--- config.mk ---
export PLATFORM = sky130hd
export DESIGN_NAME = hwpe_stream_strb_packer_flat
export DESIGN_NICKNAME = d
export VERILOG_FILES = /design/src/rtl/hwpe_stream_strb_packer_pkg.sv /design/src/rtl/hwpe_stream_strb_packer_if.sv /design/src/rtl/hwpe_stream_strb_prefix_cnt.sv /design/src/rtl/hwpe_stream_strb_packer.sv /design/src/flat_wrapper.sv
export SDC_FILE = /design/constraint.sdc
export NUM_CORES = 1
export LEC_CHECK = 0
export BUFFER_PORTS_ARGS = -buffer_cell sky130_fd_sc_hd__buf_2
export CAP_MARGIN = 20
export CORE_ASPECT_RATIO = 1.4
export CORE_UTILIZATION = 50
export CTS_CLUSTER_DIAMETER = 120
export DETAILED_ROUTE_END_ITERATION = 12
export PLACE_DENSITY = 0.76
export REMOVE_ABC_BUFFERS = 1
export SYNTH_ARGS = -nofsm -noshare
export SYNTH_HDL_FRONTEND = slang
export SYNTH_SLANG_ARGS = --single-unit
--- constraint.sdc ---
create_clock -name clk_i -period 5.25 [get_ports clk_i]
set_clock_uncertainty 0.2 [all_clocks]
set_input_delay 1.05 -clock clk_i [delete_from_list [all_inputs] [get_ports clk_i]]
set_output_delay 1.05 -clock clk_i [all_outputs]
set_load 0.1 [all_outputs]
--- src/rtl/hwpe_stream_strb_packer_pkg.sv ---
// Shared types for the strobe packer: control word and FSM state encoding.
package hwpe_stream_strb_packer_pkg;

  typedef struct packed {
    logic [31:0] trans_size;
  } ctrl_strbpack_t;

  typedef enum logic [1:0] {
    IDLE,
    RUN,
    FLUSH,
    DONE
  } strbpack_state_t;

endpackage

--- src/rtl/hwpe_stream_strb_packer_if.sv ---
// HWPE-Stream handshake bundle: valid/ready with byte-strobed data.
interface hwpe_stream_strb_packer_if #(
  parameter int unsigned DATA_WIDTH = 32
) ();

  logic                      valid;
  logic                      ready;
  logic [DATA_WIDTH-1:0]     data;
  logic [DATA_WIDTH/8-1:0]   strb;

  modport master (
    output valid, data, strb,
    input  ready
  );

  modport slave (
    input  valid, data, strb,
    output ready
  );

endinterface

--- src/rtl/hwpe_stream_strb_prefix_cnt.sv ---
// Leading-ones count of a byte strobe, plus a flag telling whether the
// strobe is a contiguous low-aligned mask (2^k-1).
module hwpe_stream_strb_prefix_cnt #(
  parameter int unsigned NB = 4,
  localparam int unsigned CW = $clog2(NB) + 1,
  localparam int unsigned BW = $clog2(NB)
) (
  input  logic [NB-1:0] i_strb,
  output logic [CW-1:0] o_cnt,
  output logic          o_contig
);

  logic w_run;

  // Count ones from bit 0 until the first zero; any later one breaks contiguity.
  always_comb begin
    o_cnt    = '0;
    o_contig = 1'b1;
    w_run    = 1'b1;
    for (int unsigned i = 0; i < NB; i++) begin
      if (i_strb[BW'(i)]) begin
        if (w_run) o_cnt = o_cnt + CW'(1);
        else       o_contig = 1'b0;
      end else begin
        w_run = 1'b0;
      end
    end
  end

endmodule

--- src/rtl/hwpe_stream_strb_packer.sv ---
// Strobe packer: compacts low-aligned partial words into dense words and
// flushes the residue as one low-aligned partial word at end of transfer.
// Optional strobe contiguity check: define HWPE_STREAM_STRB_PACKER_CHECK_EN.
module hwpe_stream_strb_packer
  import hwpe_stream_strb_packer_pkg::*;
#(
  parameter int unsigned DATA_WIDTH = 32
) (
  input  logic                      clk_i,
  input  logic                      rst_i,
  input  logic                      test_mode_i,
  input  logic                      clear_i,
  input  logic                      start_i,
  input  ctrl_strbpack_t            ctrl_i,
  output logic                      done_o,
  output logic                      err_o,
  hwpe_stream_strb_packer_if.slave  push_i,
  hwpe_stream_strb_packer_if.master pop_o
);

  localparam int unsigned NB = DATA_WIDTH / 8;
  localparam int unsigned FW = $clog2(2 * NB) + 1;
  localparam int unsigned CW = $clog2(NB) + 1;
  localparam int unsigned AW = $clog2(2 * NB);
  localparam int unsigned BW = $clog2(NB);

  strbpack_state_t r_state, w_state_next;
  logic [FW-1:0]          r_fill, w_fill_next, w_out_bytes, w_base;
  logic [2*NB-1:0][7:0]   r_acc, w_acc_next;
  logic [31:0]            r_cnt, w_cnt_next, r_size;
  logic [CW-1:0]          w_k;
  logic                   w_contig;
  logic                   w_push_ready, w_pop_valid, w_in_hs, w_out_hs, w_done;
  logic [NB-1:0][7:0]     w_push_bytes, w_pop_bytes;
  logic [NB-1:0]          w_pop_strb;

  hwpe_stream_strb_prefix_cnt #(
    .NB (NB)
  ) i_prefix_cnt (
    .i_strb   (push_i.strb),
    .o_cnt    (w_k),
    .o_contig (w_contig)
  );

  assign w_push_bytes = push_i.data;

  assign w_push_ready = (r_state == RUN) & ((r_fill < FW'(NB)) | pop_o.ready);
  assign w_pop_valid  = ((r_state == RUN)   & (r_fill >= FW'(NB))) |
                        ((r_state == FLUSH) & (r_fill != '0));
  assign w_in_hs      = push_i.valid & w_push_ready;
  assign w_out_hs     = w_pop_valid & pop_o.ready;

  assign push_i.ready = w_push_ready;
  assign pop_o.valid  = w_pop_valid;
  assign pop_o.data   = w_pop_bytes;
  assign pop_o.strb   = w_pop_strb;
  assign done_o       = w_done;

  // Output word: low NB accumulator bytes, bytes at or above fill masked to zero.
  always_comb begin
    w_pop_bytes = '0;
    w_pop_strb  = '0;
    for (int unsigned j = 0; j < NB; j++) begin
      if (32'(r_fill) > j) begin
        w_pop_bytes[BW'(j)] = r_acc[AW'(j)];
        w_pop_strb[BW'(j)]  = 1'b1;
      end
    end
  end

  // FSM state register.
  always_ff @(posedge clk_i) begin
    if (rst_i | clear_i) r_state <= IDLE;
    else                 r_state <= w_state_next;
  end

  // FSM next state, word counting and done pulse.
  always_comb begin
    w_state_next = r_state;
    w_cnt_next   = r_cnt;
    w_done       = 1'b0;
    unique case (r_state)
      IDLE: begin
        if (start_i) begin
          w_cnt_next   = '0;
          w_state_next = (ctrl_i.trans_size == '0) ? DONE : RUN;
        end
      end
      RUN: begin
        if (w_in_hs) begin
          w_cnt_next = r_cnt + 32'd1;
          if (r_cnt == r_size - 32'd1) w_state_next = FLUSH;
        end
      end
      FLUSH: begin
        if (r_fill == '0) w_state_next = DONE;
      end
      DONE: begin
        w_done       = 1'b1;
        w_state_next = IDLE;
      end
    endcase
  end

  // Accumulator update: shift out the emitted word, then append at the post-shift fill.
  always_comb begin
    w_out_bytes = (r_fill >= FW'(NB)) ? FW'(NB) : r_fill;
    w_base      = w_out_hs ? (r_fill - w_out_bytes) : r_fill;
    w_fill_next = w_base + (w_in_hs ? FW'(w_k) : '0);
    w_acc_next  = r_acc;
    if (w_out_hs) begin
      for (int unsigned j = 0; j < 2 * NB; j++) begin
        if (j < NB) w_acc_next[AW'(j)] = r_acc[AW'(j + NB)];
        else        w_acc_next[AW'(j)] = '0;
      end
    end
    if (w_in_hs) begin
      for (int unsigned j = 0; j < 2 * NB; j++) begin
        if ((j >= 32'(w_base)) && ((j - 32'(w_base)) < 32'(w_k)))
          w_acc_next[AW'(j)] = w_push_bytes[BW'(j - 32'(w_base))];
      end
    end
  end

  // Datapath registers: accumulator, fill level, word count, latched size.
  always_ff @(posedge clk_i) begin
    if (rst_i | clear_i) begin
      r_acc  <= '0;
      r_fill <= '0;
      r_cnt  <= '0;
      r_size <= '0;
    end else begin
      r_acc  <= w_acc_next;
      r_fill <= w_fill_next;
      r_cnt  <= w_cnt_next;
      if ((r_state == IDLE) && start_i) r_size <= ctrl_i.trans_size;
    end
  end

`ifdef HWPE_STREAM_STRB_PACKER_CHECK_EN
  logic r_err;
  logic w_unused;
  assign w_unused = test_mode_i;

  // Sticky flag for accepted words whose strobe is not a low-aligned mask.
  always_ff @(posedge clk_i) begin
    if (rst_i | clear_i)                r_err <= 1'b0;
    else if ((r_state == IDLE) && start_i) r_err <= 1'b0;
    else if (w_in_hs && !w_contig)      r_err <= 1'b1;
  end

  assign err_o = r_err;

  a_strb_contig: assert property (@(posedge clk_i) disable iff (rst_i || clear_i)
    (w_in_hs && !w_contig) |=> err_o);
`else
  logic w_unused;
  assign w_unused = ^{test_mode_i, w_contig};
  assign err_o    = 1'b0;
`endif

endmodule

--- src/flat_wrapper.sv ---
// flat-port wrapper written by rule: the top's interface ports become plain ports
module hwpe_stream_strb_packer_flat import hwpe_stream_strb_packer_pkg::*;
#(
  parameter int unsigned DATA_WIDTH = 32
)
  (clk_i, rst_i, test_mode_i, clear_i, start_i, ctrl_i, done_o, err_o, push_i_valid, push_i_data, push_i_strb, push_i_ready, pop_o_valid, pop_o_data, pop_o_strb, pop_o_ready);
  hwpe_stream_strb_packer_if #(.DATA_WIDTH(DATA_WIDTH)) push_i_i ();
  hwpe_stream_strb_packer_if #(.DATA_WIDTH(DATA_WIDTH)) pop_o_i ();
  input  logic clk_i;
  input  logic rst_i;
  input  logic test_mode_i;
  input  logic clear_i;
  input  logic start_i;
  input  ctrl_strbpack_t ctrl_i;
  output logic done_o;
  output logic err_o;
  input wire logic [$bits(push_i_i.valid)-1:0] push_i_valid;
  input wire logic [$bits(push_i_i.data)-1:0] push_i_data;
  input wire logic [$bits(push_i_i.strb)-1:0] push_i_strb;
  output wire logic [$bits(push_i_i.ready)-1:0] push_i_ready;
  output wire logic [$bits(pop_o_i.valid)-1:0] pop_o_valid;
  output wire logic [$bits(pop_o_i.data)-1:0] pop_o_data;
  output wire logic [$bits(pop_o_i.strb)-1:0] pop_o_strb;
  input wire logic [$bits(pop_o_i.ready)-1:0] pop_o_ready;
  assign push_i_i.valid = push_i_valid;
  assign push_i_i.data = push_i_data;
  assign push_i_i.strb = push_i_strb;
  assign push_i_ready = push_i_i.ready;
  assign pop_o_valid = pop_o_i.valid;
  assign pop_o_data = pop_o_i.data;
  assign pop_o_strb = pop_o_i.strb;
  assign pop_o_i.ready = pop_o_ready;
  hwpe_stream_strb_packer #(.DATA_WIDTH(DATA_WIDTH)) u_core (.clk_i(clk_i), .rst_i(rst_i), .test_mode_i(test_mode_i), .clear_i(clear_i), .start_i(start_i), .ctrl_i(ctrl_i), .done_o(done_o), .err_o(err_o), .push_i(push_i_i), .pop_o(pop_o_i));
endmodule
=== Yosys cells after proc, flatten, opt, wreduce, memory -nomap -nowiden ===
Cells that the tools add are included.

* Reductions and logical operators: 16
* Multiplexer cells: 57
* Bitwise logic cells: 8
* Eq/ne operators: 8
* $add $sub $neg: 15
* $lt $le $gt $ge: 30

{| class="wikitable"
|+ Operators with widths
! kind !! count
|-
| < comparator 32 x 3 -> 1 bit || 8
|-
| 2-to-1 mux 8 bit || 20
|-
| binary-select mux 8 bit (select 2 bit) || 8
|-
| 2-to-1 mux 64 bit || 2
|-
| 2-to-1 mux 32 bit || 2
|-
| case mux 32 bit (2 select lines) || 1
|-
| adder 32 x 1 -> 32 bit, second input constant || 1
|-
| equality test 32 bit || 1
|-
| zero test 32 bit || 1
|-
| subtractor 32 x 1 -> 32 bit, second input constant || 1
|-
| < comparator 2 x 3 -> 1 bit, second input constant || 8
|-
| 2-to-1 mux 3 bit || 7
|-
| subtractor 3 x 4 -> 5 bit, first input constant || 4
|-
| greater-or-equal comparator 3 x 4 -> 1 bit, first input constant || 4
|-
| 2-to-1 mux 2 bit || 5
|-
| subtractor 1 x 4 -> 5 bit, first input constant || 2
|-
| subtractor 2 x 4 -> 5 bit, first input constant || 2
|-
| logical AND 1 bit || 9
|-
| 2-to-1 mux 1 bit || 9
|-
| greater-or-equal comparator 1 x 4 -> 1 bit, first input constant || 2
|-
| greater-or-equal comparator 2 x 4 -> 1 bit, first input constant || 2
|-
| > comparator 4 x 1 -> 1 bit, second input constant || 2
|-
| > comparator 4 x 2 -> 1 bit, second input constant || 2
|-
| 2-to-1 mux 4 bit || 2
|-
| other kinds (19) || 29
|}

* Output and inout port bits: 40
* Word-level logic and storage cells: 146
* Input port bits: 75
* Register bits: 134

=== Longest topological paths before layout ===
Gate-level depths: netlist of the first run.

* Depth in word-level cells: 14
* Depth in mapped cells: 19
* Depth with buffers taken out: 15

=== Modules after synthesis ===
A second synthesis of the first run with hierarchy kept.

* Cells, all modules: 1168
* Area, all modules: 8673.3 µm²

{| class="wikitable"
|+ By module, submodules not included
! module !! times used !! sequential area each (µm²) !! area each (µm²) !! cells each
|-
| hwpe_stream_strb_packer || 1 || 2682.6 || 8569.5 || 1153
|-
| hwpe_stream_strb_prefix_cnt || 1 || 0.0 || 103.8 || 15
|}

=== Worst setup path before layout of the first run ===
OpenSTA, ideal clock, no wires.

* Path type: register -> register
* From: register u_core.r_fill[2]
* To: register u_core.r_acc[39] (netlist name)
* Data arrival time: 5.617 ns
* Clock period less this slack: 5.949 ns
* Required time: 4.918 ns
* Cell stages (with the launch flop): 20
* Buffers on the path: 5
* Setup slack: -0.699 ns
* Setup time: 0.132 ns
* Cell sequence: dfxtp_1 -> clkbuf_1 -> nor2_1 -> inv_1 -> clkbuf_1 -> nand2_1 -> ha_1 -> mux2_2 -> clkbuf_1 -> ha_1 -> clkbuf_1 -> inv_2 -> ha_1 -> a21o_1 -> a2111oi_0 -> o21ai_0 -> a211oi_1 -> clkbuf_1 -> nand3b_1 -> a21oi_1

* Longest elaborated chain between the ends: 10
* Elaborated cells between the ends (all ways): 22
* Classes of those cells: add/sub: 2; order compare: 4; mux: 7; bitwise: 7; reduce/logical: 2

{| class="wikitable"
|+ RTL lines
! item !! line !! text
|-
| start, declared || hwpe_stream_strb_packer.sv:28 || <nowiki>logic [FW-1:0] r_fill, w_fill_next, w_out_bytes, w_base;</nowiki>
|-
| start signal, assigned || hwpe_stream_strb_packer.sv:134 || <nowiki>r_fill <= w_fill_next;</nowiki>
|-
| branches (longest 9 deep; another with < comparator 32 x 3 -> 1 bit) || - ||
|-
| 2-to-1 mux 64 bit * || hwpe_stream_strb_packer.sv:117 || <nowiki>if (w_in_hs) begin</nowiki>
|-
| end signal, assigned || hwpe_stream_strb_packer.sv:133 || <nowiki>r_acc <= w_acc_next;</nowiki>
|-
| end, declared || hwpe_stream_strb_packer.sv:29 || <nowiki>logic [2*NB-1:0][7:0] r_acc, w_acc_next;</nowiki>
|}

Every way passes the cells marked *. The select of a mux whose other input is x is not followed.
A chain may end at the register's enable or synchronous reset.

=== Worst setup path after layout of the first run ===
* From: register u_core.r_state[1]
* To: register u_core.r_acc[33] (netlist name)

* Longest elaborated chain between the ends: 10
* Elaborated cells between the ends (all ways): 18
* Classes of those cells: add/sub: 1; order compare: 2; eq/ne: 2; mux: 6; bitwise: 6; reduce/logical: 1

{| class="wikitable"
|+ RTL lines
! item !! line !! text
|-
| start, declared || hwpe_stream_strb_packer.sv:27 || <nowiki>strbpack_state_t r_state, w_state_next;</nowiki>
|-
| start signal, assigned || hwpe_stream_strb_packer.sv:74 || <nowiki>else r_state <= w_state_next;</nowiki>
|-
| equality test 2 x 1 -> 1 bit / equality test 2 bit (equally long branches) || hwpe_stream_strb_packer.sv:47, hwpe_stream_strb_packer.sv:48, hwpe_stream_strb_packer.sv:49 ||
|-
| AND 1 bit, on equally long branches || hwpe_stream_strb_packer.sv:48, hwpe_stream_strb_packer.sv:49 ||
|-
| OR 1 bit || hwpe_stream_strb_packer.sv:48 || <nowiki>assign w_pop_valid = ((r_state == RUN) & (r_fill >= FW'(NB))) |</nowiki>
|-
| AND 1 bit || hwpe_stream_strb_packer.sv:51 || <nowiki>assign w_out_hs = w_pop_valid & pop_o.ready;</nowiki>
|-
| 2-to-1 mux 4 bit || hwpe_stream_strb_packer.sv:108 || <nowiki>w_base = w_out_hs ? (r_fill - w_out_bytes) : r_fill;</nowiki>
|-
| subtractor 3 x 4 -> 5 bit || hwpe_stream_strb_packer.sv:119 || <nowiki>if ((j >= 32'(w_base)) && ((j - 32'(w_base)) < 32'(w_k)))</nowiki>
|-
| < comparator 32 x 3 -> 1 bit / binary-select mux 8 bit (select 2 bit) (equally long branches) || hwpe_stream_strb_packer.sv:119, hwpe_stream_strb_packer.sv:120 ||
|-
| logical AND 1 bit / 2-to-1 mux 8 bit (equally long branches) || hwpe_stream_strb_packer.sv:119, hwpe_stream_strb_packer.sv:120 ||
|-
| 2-to-1 mux 8 bit || hwpe_stream_strb_packer.sv:119 ||
|-
| 2-to-1 mux 64 bit * || hwpe_stream_strb_packer.sv:117 ||
|}

Mark *: on every way between the ends. The rest lies on a longest branch, timed or not. The select of a mux whose other input is x is not followed.

==> metrics.cfg, run 1 <==
[run_status]
outcome=complete, but fails checks
failed_checks=DRC

[yosys]
async_reset_ff_share_pct=0
synth_cells=1036
ys_types=71
netlist_area_sq_mm=0.00847
yosysSeqAreaShare_pct=31.7
edff_count_synth=0
synth_warnings=0
ys.flop_type=sky130_fd_sc_hd__dfxtp_1
yosys_register_bits=134
synth.avg_cell_area_sq_um=8.17

[clocking]
clkSinkCount=134
h-tree-depth=4
cts.repair_timing.setup_buffer_count=0
number_of_buffers_inserted_during_clock_tree_synthesis=17
clock-root-buffer=sky130_fd_sc_hd__clkbuf_16
cts_hold_buffers=0
cts.repair.resized=0
max-clock-path-buffers=2
cts_tree=built
clkLatencyLatePin_ns=0.44
clock_slew_seen_by_the_registers_of_the_worst_setup_and_hold_paths_ns=0.06

[critical_path]
beginning_of_the_critical_path=u_core.r_state[1]$_SDFFE_PP0P_
r2r-end=u_core.r_acc[33]$_SDFF_PP0_
critical_path_required_ns=5.34
reg2reg_slack_ns=0.68
cp-endpoint=u_core.r_acc[33]$_SDFF_PP0_
cp_class=reg -> reg
rr_startpoint=u_core.r_state[1]$_SDFFE_PP0P_
worstSetupEndpointType=flip-flop
timing.critical_path.fanout_max=18
endpoint_arrival_time_on_the_critical_path_ns=4.66
startpoint_type=flip-flop
worst_r2r_path_depth=15

[sta]
rsz0062_at_grt=no
fin_setup_tns_ns=0
final-max-slew-violation-count=0
period_needed_ns=4.57
timing.fmax_mhz=219
finalHoldViolCount=0
worst_relative_slew_slack_pct=39.4
worst_pin_slew_ns=0.909
finalSetupViolations=0
period_share_pct=87.0

[grt]
grt_start_max_net_pins=68
global_route_wire_length_before_repair_mm=36.1
grt.overflow.total=0
first_global_vias=7469
gr-usage-all-layers_pct=26.0
grt_antenna_before_repair=0

[cells_and_area]
mostFrequentLayoutCell=sky130_fd_sc_hd__nand2_1
nNetsFinal=1239
layout.cells.most_common_list=135 x sky130_fd_sc_hd__nand2_1, 134 x sky130_fd_sc_hd__dfxtp_1, 112 x sky130_fd_sc_hd__buf_2
final_layout_size_suffix_gt1_share_pct=15.8
layoutNonFillerInstCount=1341
flow.area_growth_from_synthesis_pct=15.9
antenna_cells=0
layout.cell_area.non_filler_sq_mm=0.00981
utilization_after_layout_pct=59.9

[route]
route.detailed.vias_per_inst=5.78
wirelength_per_cell_um=16.4
drc=4
detailroute.via_count=7748
detail_route.wirelength_mm=22.0
drt.antenna.violating_nets=0
drtPass1Iterations=9
drtIter0Drc=323

[placed_design]
placed_cells=1308
place.port_buffers=112
routabilityCongestion=0.932
place_hpwl_mm=16.0
detailed_place.area_sq_mm=0.00920

[power]
vdd_ir_drop_max_uv=134
pwr_per_cell_area_mw_per_mm2=259
fin_total_pwr_mw=2.54
cellLeakagePower_nw=4.25

[floorplan]
initial_utilization_pct=51.7
fp.coreArea_sq_mm=0.0164
die_height_um=156
die_width_um=112
design.die.area_sq_mm=0.0175
num_rows=55
io_pins=115

[hold_path]
min_path_cells=2
min_path_type=reg -> reg

[flow_run]
drv_cap=0

## how the worst min path moves through the flow
stage / from / slack [ns] / endpoint
after CTS: u_core.r_acc[58]$_SDFF_PP0_ / 0.27 / u_core.r_acc[58]$_SDFF_PP0_
final: u_core.r_acc[58]$_SDFF_PP0_ / 0.26 / u_core.r_acc[58]$_SDFF_PP0_
after global routing: u_core.r_acc[49]$_SDFF_PP0_ / 0.28 / u_core.r_acc[49]$_SDFF_PP0_
after global placement: u_core.r_acc[63]$_SDFF_PP0_ / 0.25 / u_core.r_acc[63]$_SDFF_PP0_
after floorplan: u_core.r_acc[48]$_SDFF_PP0_ / 0.25 / u_core.r_acc[48]$_SDFF_PP0_
after detailed placement: u_core.r_acc[58]$_SDFF_PP0_ / 0.26 / u_core.r_acc[58]$_SDFF_PP0_
## cell families after synthesis
group | after synthesis | share of synthesized area [%]
other | 2 | 0.0887
DFF | 134 | 31.7
buffers and inverters | 79 | 3.68
and+or+nand+nor | 435 | 26.1
AOI/OAI and AO/OA | 170 | 12.9
muxes | 108 | 12.8
adders and majority gates | 35 | 5.26
xor gates and xnor gates | 73 | 7.55
## critical path: stages (launching register included)
cell,delay [ns]
sky130_fd_sc_hd__dfxtp_1,0.39
sky130_fd_sc_hd__inv_1,0.08
sky130_fd_sc_hd__ha_1,0.29
sky130_fd_sc_hd__o22a_1,0.25
sky130_fd_sc_hd__o21ai_4,0.17
sky130_fd_sc_hd__mux2_2,0.57
sky130_fd_sc_hd__ha_1,0.40
sky130_fd_sc_hd__inv_2,0.24
sky130_fd_sc_hd__ha_1,0.29
sky130_fd_sc_hd__a21o_1,0.17
sky130_fd_sc_hd__a2111oi_0,0.39
sky130_fd_sc_hd__o21ai_0,0.14
sky130_fd_sc_hd__a211oi_1,0.35
sky130_fd_sc_hd__buf_4,0.27
sky130_fd_sc_hd__nand3b_1,0.13
sky130_fd_sc_hd__a21oi_1,0.08
## cell usage after synthesis, types with 3 or more instances
master / instances / area (sq um)
sky130_fd_sc_hd__and3_1: 17 / 106
sky130_fd_sc_hd__or4_1: 4 / 30.0
sky130_fd_sc_hd__nand4_1: 14 / 87.6
sky130_fd_sc_hd__nand3_1: 39 / 195
sky130_fd_sc_hd__nand2_1: 135 / 507
sky130_fd_sc_hd__a21o_1: 7 / 52.6
sky130_fd_sc_hd__nor2_1: 92 / 345
sky130_fd_sc_hd__mux2i_1: 106 / 1060
sky130_fd_sc_hd__a2111oi_0: 4 / 35.0
sky130_fd_sc_hd__a211oi_1: 36 / 270
sky130_fd_sc_hd__dfxtp_1: 134 / 2680
sky130_fd_sc_hd__nor4b_1: 3 / 26.3
sky130_fd_sc_hd__ha_1: 34 / 425
sky130_fd_sc_hd__nor2b_1: 31 / 194
sky130_fd_sc_hd__clkbuf_1: 48 / 180
sky130_fd_sc_hd__xor2_1: 35 / 307
sky130_fd_sc_hd__a31oi_1: 3 / 18.8
sky130_fd_sc_hd__o21ai_0: 14 / 70.1
sky130_fd_sc_hd__o21ai_1: 4 / 20.0
sky130_fd_sc_hd__nor4_1: 15 / 93.8
sky130_fd_sc_hd__nor3_1: 17 / 85.1
sky130_fd_sc_hd__nand2b_1: 10 / 62.6
sky130_fd_sc_hd__or3_1: 9 / 56.3
sky130_fd_sc_hd__nand3b_1: 17 / 128
sky130_fd_sc_hd__and2_1: 12 / 75.1
sky130_fd_sc_hd__a21oi_1: 75 / 375
sky130_fd_sc_hd__o2111ai_1: 3 / 26.3
sky130_fd_sc_hd__xnor2_1: 38 / 333
sky130_fd_sc_hd__inv_1: 21 / 78.8
sky130_fd_sc_hd__buf_2: 3 / 15.0
sky130_fd_sc_hd__buf_1: 4 / 15.0
## per-layer routing
metal / global-route usage, % / share of wire [%] / vias to the layer above
met4: 15.0 / 4.6 / 0
met1: 28.8 / 41 / 3622
met3: 4.58 / 4.2 / 55
met5: 0 / 0 / -
li1: - / - / 3850
met2: 46.6 / 50 / 221
## layout make-up
| type | count | area (sq um) |
|---|---|---|
| clock buffer | 17 | 425 |
| clock inverter | 15 | 154 |
| fill | 1477 | 6570 |
| inverter | 22 | 82.6 |
| multi-input combinational | 824 | 5500 |
| sequential | 134 | 2680 |
| tap | 199 | 249 |
| timing repair buffer | 130 | 716 |
## sequential cells by signal, summed over array words and instances, names as in the netlist
name            flops
u_core.r_acc       64
u_core.r_state      2
u_core.r_size      32
u_core.r_cnt       32
u_core.r_fill       4
## metrics by stage
stage / setup slack, ns / hold WS, ns
floorplan: -2.92 / 0.246
global placement: 0.652 / 0.254
detailed placement: 0.615 / 0.259
CTS: 0.681 / 0.268
global route: 0.459 / 0.283
finish: 0.680 / 0.265
## power by group
part,total [mW],switching (mW),internal [mW]
clock network,1.17,0.534,0.633
registers,1.05,0.0183,1.03
logic,0.330,0.200,0.130
(Power assumes the default switching activity.)
==> run 2: changes to the inputs <==
--- a/config.mk
+++ b/config.mk
@@ -5,14 +5,17 @@
 export SDC_FILE = /design/constraint.sdc
 export NUM_CORES = 1
 export LEC_CHECK = 0
+export ABC_AREA = 1
 export BUFFER_PORTS_ARGS = -buffer_cell sky130_fd_sc_hd__buf_2
 export CAP_MARGIN = 20
 export CORE_ASPECT_RATIO = 1.4
 export CORE_UTILIZATION = 50
 export CTS_CLUSTER_DIAMETER = 120
 export DETAILED_ROUTE_END_ITERATION = 12
-export PLACE_DENSITY = 0.76
+export GPL_TIMING_DRIVEN = 1
+export PLACE_DENSITY = 0.75
 export REMOVE_ABC_BUFFERS = 1
+export SLEW_MARGIN = 20
 export SYNTH_ARGS = -nofsm -noshare
 export SYNTH_HDL_FRONTEND = slang
 export SYNTH_SLANG_ARGS = --single-unit
==> run 2 against run 1 <==
Effect of this change: the flow now finishes without violations; combinational power rose by 40%; largest power group unchanged; die area rose by 15%; clock power rose by 5%; first-iteration DRC count rose by 71%; total power rose by 8.3%.
==> metrics.cfg, run 2 <==
[floorplan]
design.die.area_sq_mm=0.0201
fp.coreArea_sq_mm=0.0191
die_height_um=167
io_pins=115
num_rows=60
die_width_um=120
initial_utilization_pct=51.0

[hold_path]
min_path_type=reg -> reg

[cells_and_area]
largest_registers=u_core.r_acc x64, u_core.r_cnt x32, u_core.r_size x32
nNetsFinal=1814
layout.cells.most_common_list=450 x sky130_fd_sc_hd__nand2_1, 292 x sky130_fd_sc_hd__nor2_1, 193 x sky130_fd_sc_hd__inv_1
layout.cell_area.non_filler_sq_mm=0.0110
flip_flop_count_of_the_largest_register_all_copies_and_words_added=64
final_layout_size_suffix_gt1_share_pct=11.6
max_flop_register=u_core.r_acc
mostFrequentLayoutCell=sky130_fd_sc_hd__nand2_1
layoutNonFillerInstCount=1964
flow.area_growth_from_synthesis_pct=12.7
nFillCells=1967
antenna_cells=0
utilization_after_layout_pct=57.4

[critical_path]
worstSetupEndpointType=flip-flop
endpoint_arrival_time_on_the_critical_path_ns=4.64
timing.critical_path.fanout_max=18
critical_path_required_ns=5.37
startpoint_type=flip-flop
slowest_library_cell_on_the_worst_path=sky130_fd_sc_hd__ha_1
critical-path-max-stage-delay_ns=0.68
cp_class=reg -> reg
crit_path_cell_trace=inv_1, ha_1, inv_2, o21ai_4, nand2_4, nand2_1, nand2_2, ha_1, clkinv_1, ha_1, nand2_1, nand2_1, nand2_1, nand3_1, a21oi_1, nor2_1
crit_top_cell=sky130_fd_sc_hd__nand2_1

[clocking]
clkSinkCount=134
cts_hold_buffers=0
cts.repair.resized=0
cts_tree=built
number_of_buffers_inserted_during_clock_tree_synthesis=17
h-tree-depth=4
cts.repair_timing.setup_buffer_count=0
clock_slew_seen_by_the_registers_of_the_worst_setup_and_hold_paths_ns=0.06
clock-root-buffer=sky130_fd_sc_hd__clkbuf_16
max-clock-path-buffers=2
clkLatencyLatePin_ns=0.43

[yosys]
synth_top_area_share_pct=27.5
ys_types=51
edff_count_synth=0
async_reset_ff_share_pct=0
synth_warnings=0
synth.avg_cell_area_sq_um=5.99
yosys_register_bits=134
netlist_area_sq_mm=0.00976
synth_top_area_cell=sky130_fd_sc_hd__dfxtp_1
synth.area.top_cells=sky130_fd_sc_hd__dfxtp_1 27%, sky130_fd_sc_hd__nand2_1 17%, sky130_fd_sc_hd__nor2_1 11%
synth.top_cells.by_count=450 x sky130_fd_sc_hd__nand2_1, 293 x sky130_fd_sc_hd__nor2_1, 194 x sky130_fd_sc_hd__inv_1
yosysSeqAreaShare_pct=27.5
ys.flop_type=sky130_fd_sc_hd__dfxtp_1
synth_cells=1629
synthMostInstantiatedCell=sky130_fd_sc_hd__nand2_1

[route]
drc=0
wirelength_per_cell_um=13.8
drt.antenna.violating_nets=0
detail_route.wirelength_mm=27.1
drtIter0Drc=551
detailroute.via_count=10224
drtPass1Iterations=5
route.detailed.vias_per_inst=5.21

[sta]
rsz0062_at_grt=no
setup_ws_ns=0.725
finalHoldViolCount=0
period_share_pct=86.2
final-max-slew-violation-count=0
fin_setup_tns_ns=0
period_needed_ns=4.53
timing.fmax_mhz=221
hold_ws_ns=0.267
finalSetupViolations=0
worst_relative_slew_slack_pct=30.0
worst_pin_slew_ns=1.04

[run_status]
outcome=completed

[placed_design]
placed_cells=1933
place.port_buffers=112
place_worst_setup_slack_ns=0.785
detailed_place.area_sq_mm=0.0104
routabilityCongestion=0.904
place_hpwl_mm=20.3

[power]
cellLeakagePower_nw=5.07
vdd_ir_drop_max_uv=215
fin_total_pwr_mw=2.75
pwr_per_cell_area_mw_per_mm2=250

[flow_run]
drv_cap=0

[grt]
gr-usage-all-layers_pct=27.0
global_route_wire_length_before_repair_mm=43.2
grt.overflow.total=0
grt_antenna_before_repair=0
grt_start_max_net_pins=72
first_global_vias=9275

-- run 2: critical path, delay by kind of cell, from the launching register on --
kind	cells	cell delay, ns
flip-flops	1	0.34
adder cells (fa/ha/maj)	3	1.50
AND/OR/NAND/NOR	8	0.91
buffers and inverters	3	0.87
AO/OA/AOI/OAI	2	0.60
-- run 2: cells by family after synthesis --
| family | count (synthesis) | synth area share (%) |
|---|---|---|
| simple gates | 926 | 40.6 |
| buf+inv | 269 | 11.0 |
| compound gates | 214 | 11.9 |
| flops | 134 | 27.5 |
| xor+xnor | 41 | 3.68 |
| fa+ha+maj | 35 | 4.57 |
| mux | 8 | 0.821 |
| other cells | 2 | 0.0770 |
-- run 2: layer usage --
layer | up-vias | wire length [um] | track usage [%]
met5 | - | 0 | 0
met4 | 0 | 1150 | 14.1
met3 | 80 | 1010 | 3.71
met2 | 273 | 14600 | 52.5
met1 | 4585 | 10400 | 27.1
li1 | 5286 | - | -
-- run 2: final timing paths --
kind,slack [ns],startpoint,end,cells past startpoint
worst max-delay path,0.72,u_core.r_state[1]$_SDFFE_PP0P_,u_core.r_acc[2]$_SDFF_PP0_,16
worst min-delay path,0.27,u_core.r_acc[57]$_SDFF_PP0_,u_core.r_acc[57]$_SDFF_PP0_,2
worst max register to register,0.72,u_core.r_state[1]$_SDFFE_PP0P_,u_core.r_acc[2]$_SDFF_PP0_,16
worst min register to register,0.27,u_core.r_acc[57]$_SDFF_PP0_,u_core.r_acc[57]$_SDFF_PP0_,2
-- run 2: cell type report --
| class | count | area, sq um | share of cell area [%] |
|---|---|---|---|
| inverter | 205 | 769 | 7.00 |
| tap | 248 | 310 | 2.82 |
| clock buffer | 19 | 453 | 4.12 |
| timing repair buffer | 119 | 613 | 5.58 |
| clock inverter | 12 | 153 | 1.39 |
| multi-input combinational | 1227 | 6020 | 54.7 |
| sequential | 134 | 2680 | 24.4 |
-- run 2: power by group --
group / internal (mW) / total (mW) / leakage [nW] / switching [mW]
Sequential: 1.04 / 1.06 / 1.08 / 0.0215
Combinational: 0.147 / 0.463 / 3.69 / 0.315
Clock: 0.769 / 1.23 / 0.299 / 0.466
